--- src/rtl/rhythm_key_pkg.sv ---
// Shared types for the keyboard event path: key constants, lane codes,
// the event record stored in the FIFO, and the press/hold tracker states.
package rhythm_key_pkg;

   localparam logic [7:0] KEY_NONE  = 8'h00;
   localparam logic [7:0] KEY_D     = 8'h07;
   localparam logic [7:0] KEY_F     = 8'h09;
   localparam logic [7:0] KEY_J     = 8'h0D;
   localparam logic [7:0] KEY_K     = 8'h0E;
   localparam logic [7:0] KEY_SPACE = 8'h2C;

   // Width of the hold field inside the stored event record. The top-level
   // HOLD_W parameter must match this so the FIFO record carries the full count.
   localparam int EVT_HOLD_W = 12;

   typedef enum logic [2:0] {
      LANE0      = 3'd0,
      LANE1      = 3'd1,
      LANE2      = 3'd2,
      LANE3      = 3'd3,
      LANE_START = 3'd4,
      LANE_NONE  = 3'd7
   } lane_e;

   typedef enum logic {
      IDLE = 1'b0,
      HELD = 1'b1
   } tx_state_e;

   typedef struct packed {
      logic [7:0]            code;
      logic                  press;
      lane_e                 lane;
      logic [EVT_HOLD_W-1:0] hold;
   } key_evt_t;

   // Gameplay lanes D/F/J/K, the start key, everything else is unmapped.
   function automatic lane_e lane_of(input logic [7:0] code);
      case (code)
         KEY_D:     return LANE0;
         KEY_F:     return LANE1;
         KEY_J:     return LANE2;
         KEY_K:     return LANE3;
         KEY_SPACE: return LANE_START;
         default:   return LANE_NONE;
      endcase
   endfunction

endpackage

--- src/rtl/keycode_event_tx_if.sv ---
// Event stream between the keycode event transmitter and its consumer.
// Handshake: the master holds evt_valid and every evt_* field stable until
// the cycle in which evt_valid && evt_ready are both high at the clock edge;
// that edge transfers exactly one event. evt_ready may change freely and
// never depends combinationally on evt_valid inside the master.
interface keycode_event_tx_if
   import rhythm_key_pkg::*;
   #(parameter int HOLD_W = EVT_HOLD_W);

   logic              evt_valid;
   logic              evt_ready;
   logic [7:0]        evt_code;
   logic              evt_press;
   logic [2:0]        evt_lane;
   logic [HOLD_W-1:0] evt_hold;

   modport master (
      output evt_valid, evt_code, evt_press, evt_lane, evt_hold,
      input  evt_ready
   );

   modport slave (
      input  evt_valid, evt_code, evt_press, evt_lane, evt_hold,
      output evt_ready
   );

endinterface

--- src/rtl/key_evt_fifo.sv ---
// Event FIFO with two ordered write ports and one read port. Slot 0 is
// written before slot 1, so a release/press pair lands in order. The caller
// only enables as many writes as 'free' allows; free already credits a pop
// happening in the same cycle.
module key_evt_fifo
   import rhythm_key_pkg::*;
   #(
      parameter  int DEPTH = 4,
      localparam int PTR_W = $clog2(DEPTH),
      localparam int CNT_W = $clog2(DEPTH + 1)
   ) (
      input  logic             frame_clk,
      input  logic             Reset,
      input  logic             wr0_en,
      input  key_evt_t         wr0_data,
      input  logic             wr1_en,
      input  key_evt_t         wr1_data,
      input  logic             rd_en,
      output key_evt_t         head,
      output logic [CNT_W-1:0] count,
      output logic [CNT_W-1:0] free
   );

   key_evt_t         mem [DEPTH];
   logic [PTR_W-1:0] wr_ptr;
   logic [PTR_W-1:0] wr_ptr_p1;
   logic [PTR_W-1:0] rd_ptr;
   logic [1:0]       n_wr;

   assign wr_ptr_p1 = wr_ptr + 1'b1;
   assign n_wr      = {1'b0, wr0_en} + {1'b0, wr1_en};

   // Head is shown only while an entry exists, so an empty FIFO presents zeros.
   assign head = (count != '0) ? mem[rd_ptr] : '0;

   // Free slots this cycle, counting the entry being popped.
   always_comb begin
      free = CNT_W'(DEPTH) - count + CNT_W'(rd_en);
   end

   // Storage, pointers (wrap modulo DEPTH) and occupancy.
   always_ff @(posedge frame_clk) begin
      if (Reset) begin
         for (int i = 0; i < DEPTH; i++) mem[i] <= '0;
         wr_ptr <= '0;
         rd_ptr <= '0;
         count  <= '0;
      end else begin
         if (wr0_en) mem[wr_ptr]    <= wr0_data;
         if (wr1_en) mem[wr_ptr_p1] <= wr1_data;
         wr_ptr <= wr_ptr + PTR_W'(n_wr);
         if (rd_en) rd_ptr <= rd_ptr + 1'b1;
         count <= count + CNT_W'(n_wr) - CNT_W'(rd_en);
      end
   end

endmodule

--- src/rtl/keycode_event_tx.sv ---
// Turns the per-frame held keycode into press/release events on a
// valid/ready stream. Release events carry the hold length in frames.
// Build option FILTER_UNMAPPED_EN: when defined, events for keys outside
// the lane map (lane 7) are not pushed; the key is still tracked.
module keycode_event_tx
   import rhythm_key_pkg::*;
   #(
      parameter int DEPTH  = 4,
      parameter int HOLD_W = EVT_HOLD_W
   ) (
      input  logic          frame_clk,
      input  logic          Reset,
      input  logic [7:0]    keycode,
      keycode_event_tx_if.master evt,
      output logic          ovf,
      input  logic          ovf_clr,
      output tx_state_e     dbg_state
   );

   localparam int CNT_W = $clog2(DEPTH + 1);

   tx_state_e         state;
   tx_state_e         state_nxt;
   logic [7:0]        prev_code;
   logic [HOLD_W-1:0] hold_cnt;
   logic [HOLD_W-1:0] hold_nxt;
   logic              rel_req;
   logic              prs_req;
   logic              rel_keep;
   logic              prs_keep;
   key_evt_t          rel_evt;
   key_evt_t          prs_evt;
   key_evt_t          slot0;
   key_evt_t          slot1;
   logic              en0;
   logic              en1;
   logic              wr0_en;
   logic              wr1_en;
   logic              drop;
   logic              pop;
   key_evt_t          head;
   logic [CNT_W-1:0]  count;
   logic [CNT_W-1:0]  free;

   assign dbg_state = state;

   // State register.
   always_ff @(posedge frame_clk) begin
      if (Reset) state <= IDLE;
      else       state <= state_nxt;
   end

   // Next state: any nonzero key means a key is held.
   always_comb begin
      state_nxt = state;
      case (state)
         IDLE:    if (keycode != KEY_NONE) state_nxt = HELD;
         HELD:    if (keycode == KEY_NONE) state_nxt = IDLE;
         default: state_nxt = IDLE;
      endcase
   end

   // FSM outputs: which events to raise this frame and the next hold count.
   always_comb begin
      rel_req  = 1'b0;
      prs_req  = 1'b0;
      hold_nxt = hold_cnt;
      case (state)
         IDLE: begin
            if (keycode != KEY_NONE) begin
               prs_req  = 1'b1;
               hold_nxt = HOLD_W'(1);
            end
         end
         HELD: begin
            if (keycode == prev_code) begin
               if (hold_cnt != '1) hold_nxt = hold_cnt + 1'b1;
            end else if (keycode == KEY_NONE) begin
               rel_req  = 1'b1;
               hold_nxt = '0;
            end else begin
               rel_req  = 1'b1;
               prs_req  = 1'b1;
               hold_nxt = HOLD_W'(1);
            end
         end
         default: ;
      endcase
   end

   // Previous-frame key and hold counter.
   always_ff @(posedge frame_clk) begin
      if (Reset) begin
         prev_code <= KEY_NONE;
         hold_cnt  <= '0;
      end else begin
         prev_code <= keycode;
         hold_cnt  <= hold_nxt;
      end
   end

   // Build the candidate events, filter them, and pack the survivors so the
   // release (if any) always goes into write slot 0 ahead of the press.
   always_comb begin
      rel_evt = '{code: prev_code, press: 1'b0, lane: lane_of(prev_code), hold: hold_cnt};
      prs_evt = '{code: keycode,   press: 1'b1, lane: lane_of(keycode),   hold: '0};
`ifdef FILTER_UNMAPPED_EN
      rel_keep = rel_req && (rel_evt.lane != LANE_NONE);
      prs_keep = prs_req && (prs_evt.lane != LANE_NONE);
`else
      rel_keep = rel_req;
      prs_keep = prs_req;
`endif
      if (rel_keep) begin
         slot0 = rel_evt;
         slot1 = prs_evt;
         en0   = 1'b1;
         en1   = prs_keep;
      end else begin
         slot0 = prs_evt;
         slot1 = prs_evt;
         en0   = prs_keep;
         en1   = 1'b0;
      end
   end

   // Admission: take events in order while space remains, drop the rest.
   always_comb begin
      wr0_en = en0 && (free != '0);
      wr1_en = en1 && (free >= CNT_W'(2));
      drop   = (en0 && !wr0_en) || (en1 && !wr1_en);
   end

   // Sticky overflow; a drop in the same cycle as a clear keeps it set.
   always_ff @(posedge frame_clk) begin
      if (Reset)        ovf <= 1'b0;
      else if (drop)    ovf <= 1'b1;
      else if (ovf_clr) ovf <= 1'b0;
   end

   assign pop = evt.evt_valid && evt.evt_ready;

   key_evt_fifo #(.DEPTH(DEPTH)) u_fifo (
      .frame_clk (frame_clk),
      .Reset     (Reset),
      .wr0_en    (wr0_en),
      .wr0_data  (slot0),
      .wr1_en    (wr1_en),
      .wr1_data  (slot1),
      .rd_en     (pop),
      .head      (head),
      .count     (count),
      .free      (free)
   );

   assign evt.evt_valid = (count != '0);
   assign evt.evt_code  = head.code;
   assign evt.evt_press = head.press;
   assign evt.evt_lane  = head.lane;
   assign evt.evt_hold  = head.hold;

endmodule

--- src/flat_wrapper.sv ---
// flat-port wrapper written by rule: the top's interface ports become plain ports
module keycode_event_tx_flat import rhythm_key_pkg::*;
#(
      parameter int DEPTH  = 4,
      parameter int HOLD_W = EVT_HOLD_W
   )
  (frame_clk, Reset, keycode, ovf, ovf_clr, dbg_state, evt_evt_valid, evt_evt_code, evt_evt_press, evt_evt_lane, evt_evt_hold, evt_evt_ready);
  keycode_event_tx_if #(.HOLD_W(HOLD_W)) evt_i ();
  input  logic frame_clk;
  input  logic Reset;
  input  logic [7:0] keycode;
  output logic ovf;
  input  logic ovf_clr;
  output tx_state_e dbg_state;
  output wire logic [$bits(evt_i.evt_valid)-1:0] evt_evt_valid;
  output wire logic [$bits(evt_i.evt_code)-1:0] evt_evt_code;
  output wire logic [$bits(evt_i.evt_press)-1:0] evt_evt_press;
  output wire logic [$bits(evt_i.evt_lane)-1:0] evt_evt_lane;
  output wire logic [$bits(evt_i.evt_hold)-1:0] evt_evt_hold;
  input wire logic [$bits(evt_i.evt_ready)-1:0] evt_evt_ready;
  assign evt_evt_valid = evt_i.evt_valid;
  assign evt_evt_code = evt_i.evt_code;
  assign evt_evt_press = evt_i.evt_press;
  assign evt_evt_lane = evt_i.evt_lane;
  assign evt_evt_hold = evt_i.evt_hold;
  assign evt_i.evt_ready = evt_evt_ready;
  keycode_event_tx #(.DEPTH(DEPTH), .HOLD_W(HOLD_W)) u_core (.frame_clk(frame_clk), .Reset(Reset), .keycode(keycode), .evt(evt_i), .ovf(ovf), .ovf_clr(ovf_clr), .dbg_state(dbg_state));
endmodule
--- config.mk ---
export PLATFORM = sky130hd
export DESIGN_NAME = keycode_event_tx_flat
export DESIGN_NICKNAME = d
export VERILOG_FILES = /design/src/rtl/rhythm_key_pkg.sv /design/src/rtl/keycode_event_tx_if.sv /design/src/rtl/key_evt_fifo.sv /design/src/rtl/keycode_event_tx.sv /design/src/flat_wrapper.sv
export SDC_FILE = /design/constraint.sdc
export NUM_CORES = 1
export LEC_CHECK = 0
export ABC_AREA = 1
export CORE_MARGIN = 2
export CORE_UTILIZATION = 60
export CTS_CLUSTER_SIZE = 12
export DETAILED_ROUTE_END_ITERATION = 6
export GPL_TIMING_DRIVEN = 0
export PLACE_DENSITY = 0.84
export SLEW_MARGIN = 20
export SYNTH_ARGS = -nofsm -noshare
export SYNTH_HDL_FRONTEND = slang
export SYNTH_SLANG_ARGS = --single-unit
--- constraint.sdc ---
create_clock -name frame_clk -period 8.9 [get_ports frame_clk]
set_input_delay 1.78 -clock frame_clk [delete_from_list [all_inputs] [get_ports frame_clk]]
set_output_delay 1.78 -clock frame_clk [all_outputs]
set_load 0.02 [all_outputs]
==> flow_metrics.env, run 1 <==
export IMPL_grt_pass1_vias=5673
export IMPL_tightest_slew_ns=0.696
export IMPL_min_period_over_period_pct=53.7
export IMPL_crit_type="reg2out"
export IMPL_cts_setup_buffers=0
export IMPL_wirelength_mm=17.7
export IMPL_finalSetupViolations=0
export IMPL_vdd_drop_max_v=0.000246
export IMPL_syn_instance_count=899
export IMPL_ys_types=29
export IMPL_crit_arrival_ns=3.00
export IMPL_fin_skew_ns=0.00808
export IMPL_status="finished clean"
export IMPL_p_per_area_mw_per_mm2=300
export IMPL_clock_fmax_mhz=209
export IMPL_ys_ff_latch=127
export IMPL_num_vias=6292
export IMPL_placed_area_mm2=0.00699
export IMPL_dp_hpwl_mm=12.6
export IMPL_period_needed_ns=4.78
export IMPL_drc=0
export IMPL_synth_warnings=0
export IMPL_power_mw=2.27
export IMPL_p_seq_share_pct=34.1
export IMPL_clock_latency_ns=0.52
export IMPL_layout_drive_gt1_share_pct=7.23
export IMPL_ctsResizeCount=0
export IMPL_io_pins=39
export IMPL_initial_core_util_pct=62.2
export IMPL_grtUsageTotal_pct=31.5
export IMPL_die_x_um=108
export IMPL_p_switching_uw=845
export IMPL_startpoint_type="register"
export IMPL_nets=976
export IMPL_die_y_um=108
export IMPL_cts_max_level=4
export IMPL_cts_max_path_buffers=2
export IMPL_relSlewSlack_pct=53.1
export IMPL_maxSlewViolCount=0
export IMPL_cts_tree="done"
export IMPL_finalHoldViolCount=0
export IMPL_maxCapViolations=0
export IMPL_fin_setup_tns_ns=0
export IMPL_routedWlPerCell_um=16.0
export IMPL_final_area_mm2=0.00758
export IMPL_cts_made_buffers=17
export IMPL_rsz0062_at_grt="no"
export IMPL_syn_avg_cell_area_um2=7.18
export IMPL_cp_end_kind="output pin"
export IMPL_dr_pass1_iters=6
export IMPL_area_delta_synth_final_pct=17.5
export IMPL_root_buffer="clkbuf_8"
export IMPL_intPower_mw=1.43
export IMPL_synth_yosys_seq_area_share_pct=46.2
export IMPL_grt_overflow=0
export IMPL_clkPwrFrac_pct=30.2
export IMPL_cts_sinks=127
export IMPL_grt_pass1_wl_mm=28.3
export IMPL_cp_max_fo=10
export IMPL_core_mm2=0.0104
export IMPL_first_iter_violations=657
export IMPL_hold_slack_ns=0.458
export IMPL_antenna_left=0
export IMPL_cts_hold_buf=0
export IMPL_p_sw_share_pct=37.2
export IMPL_grt_max_degree=17
export IMPL_clk_pin_slew_ns=0.06
export IMPL_power_leakage_nw=3.18
export IMPL_rows=37
export IMPL_gp_congestion=0.915
export IMPL_portBuffers=37
export IMPL_syn_area_mm2=0.00645
export IMPL_die_area_mm2=0.0116
export IMPL_required_ns=7.12
export IMPL_avgViaCountPerCell=5.70
export IMPL_antenna_found_initial=0
export IMPL_n_antenna_cell=0
export IMPL_hp_class="reg2reg"
export IMPL_power_frac_comb_pct=35.7
export IMPL_syn_num_nets=920
==> final timing paths <==
kind / start / to / slack [ns] / cells after the start
setup / recovery: register / evt_evt_hold[11] / 4.12 / 7
hold / removal: u_core.u_fifo.mem[1][9]$_SDFFE_PP0P_ / u_core.u_fifo.mem[1][9]$_SDFFE_PP0P_ / 0.46 / 2
setup reg to reg: u_core.u_fifo.count[0]$_SDFF_PP0_ / u_core.u_fifo.count[2]$_SDFF_PP0_ / 4.93 / 21
hold reg to reg: u_core.u_fifo.mem[1][9]$_SDFFE_PP0P_ / u_core.u_fifo.mem[1][9]$_SDFFE_PP0P_ / 0.46 / 2
==> flip-flops by register name, summed over array words and instances (netlist names), named ones only <==
register	count
u_core.prev_code	8
u_core.ovf	1
u_core.u_fifo.wr_ptr	2
u_core.u_fifo.mem	96
u_core.dbg_state	1
u_core.hold_cnt	12
u_core.u_fifo.count	3
u_core.u_fifo.rd_ptr	2
==> critical path: stages, from the launching register on <==
cell             delay, ns
dfxtp_1               0.41
clkbuf_1              0.46
buf_1                 0.40
nor2_1                0.08
nor2_1                0.13
o21ai_0               0.12
a21oi_1               0.24
clkdlybuf4s50_1       0.65
==> metal layers <==
| metal | global-route usage, % | vias to the layer above | wire length, µm |
|---|---|---|---|
| met5 | 0 | - | 0 |
| met4 | 8.15 | 0 | 193 |
| met3 | 8.78 | 27 | 1920 |
| met2 | 48.6 | 366 | 8040 |
| met1 | 43.9 | 2844 | 7530 |
| li1 | - | 3055 | - |
==> area by class of cell <==
class                      instances  area (µm²)
buffer                            42         200
timing repair buffer              37         370
clock inverter                    15         169
multi-input combinational        663        3020
inverter                          67         251
tap                              136         170
fill                             830        2790
clock buffer                      17         414
sequential                       127        2980
==> power groups by stage <==
stage | Clock [mW] | Sequential [mW] | Combinational, mW
6_report | 0.687 | 0.774 | 0.811
5_1_grt | 0.713 | 0.784 | 0.890
4_1_cts | 0.682 | 0.771 | 0.797
3_5_place_dp | 0 | 0.783 | 0.791
3_3_place_gp | 0 | 0.778 | 0.778
2_1_floorplan | 0 | 0.774 | 0.526
==> cells by family after synthesis <==
logic type | Yosys count | share of synthesized area [%]
adders and majority gates | 9 | 1.86
xor gates and xnor gates | 10 | 1.36
DFF | 127 | 46.2
buffers and inverters | 109 | 7.00
and+or+nand+nor | 482 | 30.9
AOI/OAI and AO/OA | 162 | 12.7
==> cells in the final DEF, fill, tap and decap left out, types with 6 or more instances in the layout <==
cell               n
buf_2             13
clkbuf_1          16
o21ai_0          113
clkinv_1           6
clkbuf_16         16
dfxtp_1           83
edfxtp_1          44
nand2_1          228
nor2_2             9
a21oi_1           46
inv_1             58
buf_1              7
nand3_1           83
ha_1               8
clkdlybuf4s50_1   37
xnor2_1            6
nor3_1             8
nor2_1           142
==> per-stage QoR <==
step | std cells | utilization, % | worst slack (ns)
after floorplan | 899 | - | 4.47
after global placement | 1072 | 67.4 | 3.90
after detailed placement | 1072 | 67.4 | 3.84
after CTS | 1104 | 73.0 | 4.19
after global routing | 1104 | 73.1 | 3.99
final | 1104 | 73.1 | 4.12
==> synth_stat cells <==
master	number	share of area, %
a21oi_1	46	3.6
a21oi_2	1	0.14
buf_1	7	0.41
buf_2	13	1.0
buf_4	5	0.58
buf_6	1	0.17
clkbuf_1	16	0.93
clkinv_1	5	0.29
dfxtp_1	83	26
edfxtp_1	44	20
fa_1	1	0.31
ha_1	8	1.6
inv_1	58	3.4
inv_2	4	0.23
nand2_1	228	13
nand2_2	3	0.29
nand3_1	83	6.4
nand3b_1	1	0.12
nand4_1	5	0.48
nor2_1	142	8.3
nor2_2	9	0.87
nor2_4	1	0.17
nor3_1	9	0.70
nor3_4	1	0.25
o21a_1	1	0.12
o21ai_0	113	8.8
o22ai_1	1	0.097
xnor2_1	6	0.81
xor2_1	4	0.54
Power figures use the tool's default switching activity.
==> run 2, diff against run 1 <==
Clock period 8.9 ns to 4.4 ns, I/O delays scaled along.
==> run 2 against run 1 <==
Against the previous run:
- clock skew increased by 0.0058 ns
- routed wire length fell by 0.19%
- worst setup slack worse by 3.7 ns
- final area unchanged
- count of clock-buffer cells in the layout stayed put
- combinational power increased by 100%
- die area unchanged
- highest routed layer unchanged
==> flow_metrics.env, run 2 (same netlist as run 1, synthesis figures left out) <==
export IMPL_status="finished clean"
export IMPL_fin_skew_ns=0.0138
export IMPL_hp_class="reg2reg"
export IMPL_maxCapViolations=0
export IMPL_regArea_mm2=0.00298
export IMPL_vdd_drop_max_v=0.000495
export IMPL_hold_start="u_core.u_fifo.mem[1][9]$_SDFFE_PP0P_"
export IMPL_dr_pass1_iters=6
export IMPL_cp_end_kind="register"
export IMPL_first_iter_violations=656
export IMPL_startpoint_type="register"
export IMPL_cts_hold_buf=0
export IMPL_clock_fmax_mhz=253
export IMPL_crit_arrival_ns=4.35
export IMPL_grt_pass1_vias=5689
export IMPL_portBuffers=37
export IMPL_antenna_left=0
export IMPL_wirelength_mm=17.6
export IMPL_root_buffer="clkbuf_8"
export IMPL_clk_pin_slew_ns=0.06
export IMPL_cts_tree="done"
export IMPL_cts_max_path_buffers=2
export IMPL_ctsResizeCount=0
export IMPL_rsz0062_at_grt="no"
export IMPL_maxSlewViolCount=0
export IMPL_finalHoldViolCount=0
export IMPL_cts_sinks=127
export IMPL_clock_latency_ns=0.53
export IMPL_required_ns=4.80
export IMPL_path_buf_inv=7
export IMPL_grt_pass1_wl_mm=28.2
export IMPL_tightest_slew_ns=0.739
export IMPL_min_period_over_period_pct=89.8
export IMPL_n_antenna_cell=0
export IMPL_largest_register="u_core.u_fifo.mem"
export IMPL_worstSetupStartpoint="u_core.u_fifo.count[0]$_SDFF_PP0_"
export IMPL_fin_setup_tns_ns=0
export IMPL_layout_common_cells="228 x nand2_1, 142 x nor2_1, 113 x o21ai_0, 83 x nand3_1, 83 x dfxtp_1"
export IMPL_cp_cell_sequence="nor3_2, inv_1, nand2_1, ha_1, inv_1, ha_1, xor2_1, nor2_1, nand2_1, nand3_1, inv_2, ha_1, inv_1, ha_1, inv_1, ha_1, inv_1, fa_1, xor2_1, inv_1, nor2_1"
export IMPL_power_leakage_nw=3.18
export IMPL_dp_hpwl_mm=12.6
export IMPL_path_common_cell="inv_1"
export IMPL_area_delta_synth_final_pct=17.5
export IMPL_crit_type="reg2reg"
export IMPL_p_per_area_mw_per_mm2=607
export IMPL_rr_startpoint="u_core.u_fifo.count[0]$_SDFF_PP0_"
export IMPL_grtUsageTotal_pct=31.5
export IMPL_fillers=830
export IMPL_relSlewSlack_pct=50.2
export IMPL_io_pins=39
export IMPL_grt_overflow=0
export IMPL_finalSetupViolations=0
export IMPL_reg_top3="u_core.u_fifo.mem: 96 flops, u_core.hold_cnt: 12 flops, u_core.prev_code: 8 flops"
export IMPL_layout_drive_gt1_share_pct=7.23
export IMPL_largest_register_ffs=96
export IMPL_cts_max_level=4
export IMPL_cp_slowest_stage_delay_ns=0.56
export IMPL_rows=37
export IMPL_nets=976
export IMPL_rrSetupSlack_ns=0.45
export IMPL_period_needed_ns=3.95
export IMPL_cts_made_buffers=17
export IMPL_cts_setup_buffers=0
export IMPL_routedWlPerCell_um=16.0
export IMPL_die_area_mm2=0.0116
export IMPL_grt_max_degree=17
export IMPL_die_y_um=108
export IMPL_avgViaCountPerCell=5.70
export IMPL_cp_top_family="adder cells"
export IMPL_cpMaxStageDelayCell="nor3_2"
export IMPL_antenna_found_initial=0
export IMPL_core_mm2=0.0104
export IMPL_initial_core_util_pct=62.2
export IMPL_layout_commonest_cell="nand2_1"
export IMPL_gp_congestion=0.915
export IMPL_num_vias=6293
export IMPL_drc=0
export IMPL_hold_slack_ns=0.459
export IMPL_die_x_um=108
export IMPL_cp_max_fo=7
export IMPL_multi_input_area_mm2=0.00302
[run 2: path summary, 6_finish.rpt]
path	to	depth (start not counted)
min reg2reg	u_core.u_fifo.mem[1][9]$_SDFFE_PP0P_	2
max	u_core.u_fifo.count[2]$_SDFF_PP0_	21
min	u_core.u_fifo.mem[1][9]$_SDFFE_PP0P_	2
max reg2reg	u_core.u_fifo.count[2]$_SDFF_PP0_	21
[run 2: where the power goes]
part           switching (mW)  internal (mW)
Combinational            1.09          0.548
Clock                   0.538          0.859
Sequential             0.0854           1.48
Total                    1.71           2.89
[run 2: per-layer routing]
metal / GRT usage [%] / wire length, µm / vias to the layer above
li1: - / - / 3057
met1: 43.8 / 7580 / 2859
met2: 48.6 / 8050 / 352
met3: 7.51 / 1770 / 25
met4: 9.89 / 242 / 0
met5: 0 / 0 / -
[run 2: worst min-delay path, cell delays in order, from the launching register on]
cell and delay [ns]:
dfxtp_1 0.31, nand3_1 0.07, nand2_1 0.04
[run 2: cell type report]
type / instances / area share (%)
multi-input combinational: 663 / 39.9
clock inverter: 15 / 2.23
clock buffer: 17 / 5.46
buffer: 42 / 2.64
tap: 136 / 2.24
sequential: 127 / 39.4
inverter: 67 / 3.32
timing repair buffer: 37 / 4.89
[run 2: stage by stage]
step           utilization, %  cells  cell area [µm²]  setup slack (ns)  total power [mW]
2_1_floorplan               -    899             6450             0.703              2.63
6_report                 73.1   1104             7580             0.449              4.60
3_3_place_gp             67.4   1072             6990             0.224              3.15
3_5_place_dp             67.4   1072             6990             0.188              3.18
4_1_cts                  73.0   1104             7570             0.160              4.55
5_1_grt                  73.1   1104             7580             0.191              4.82
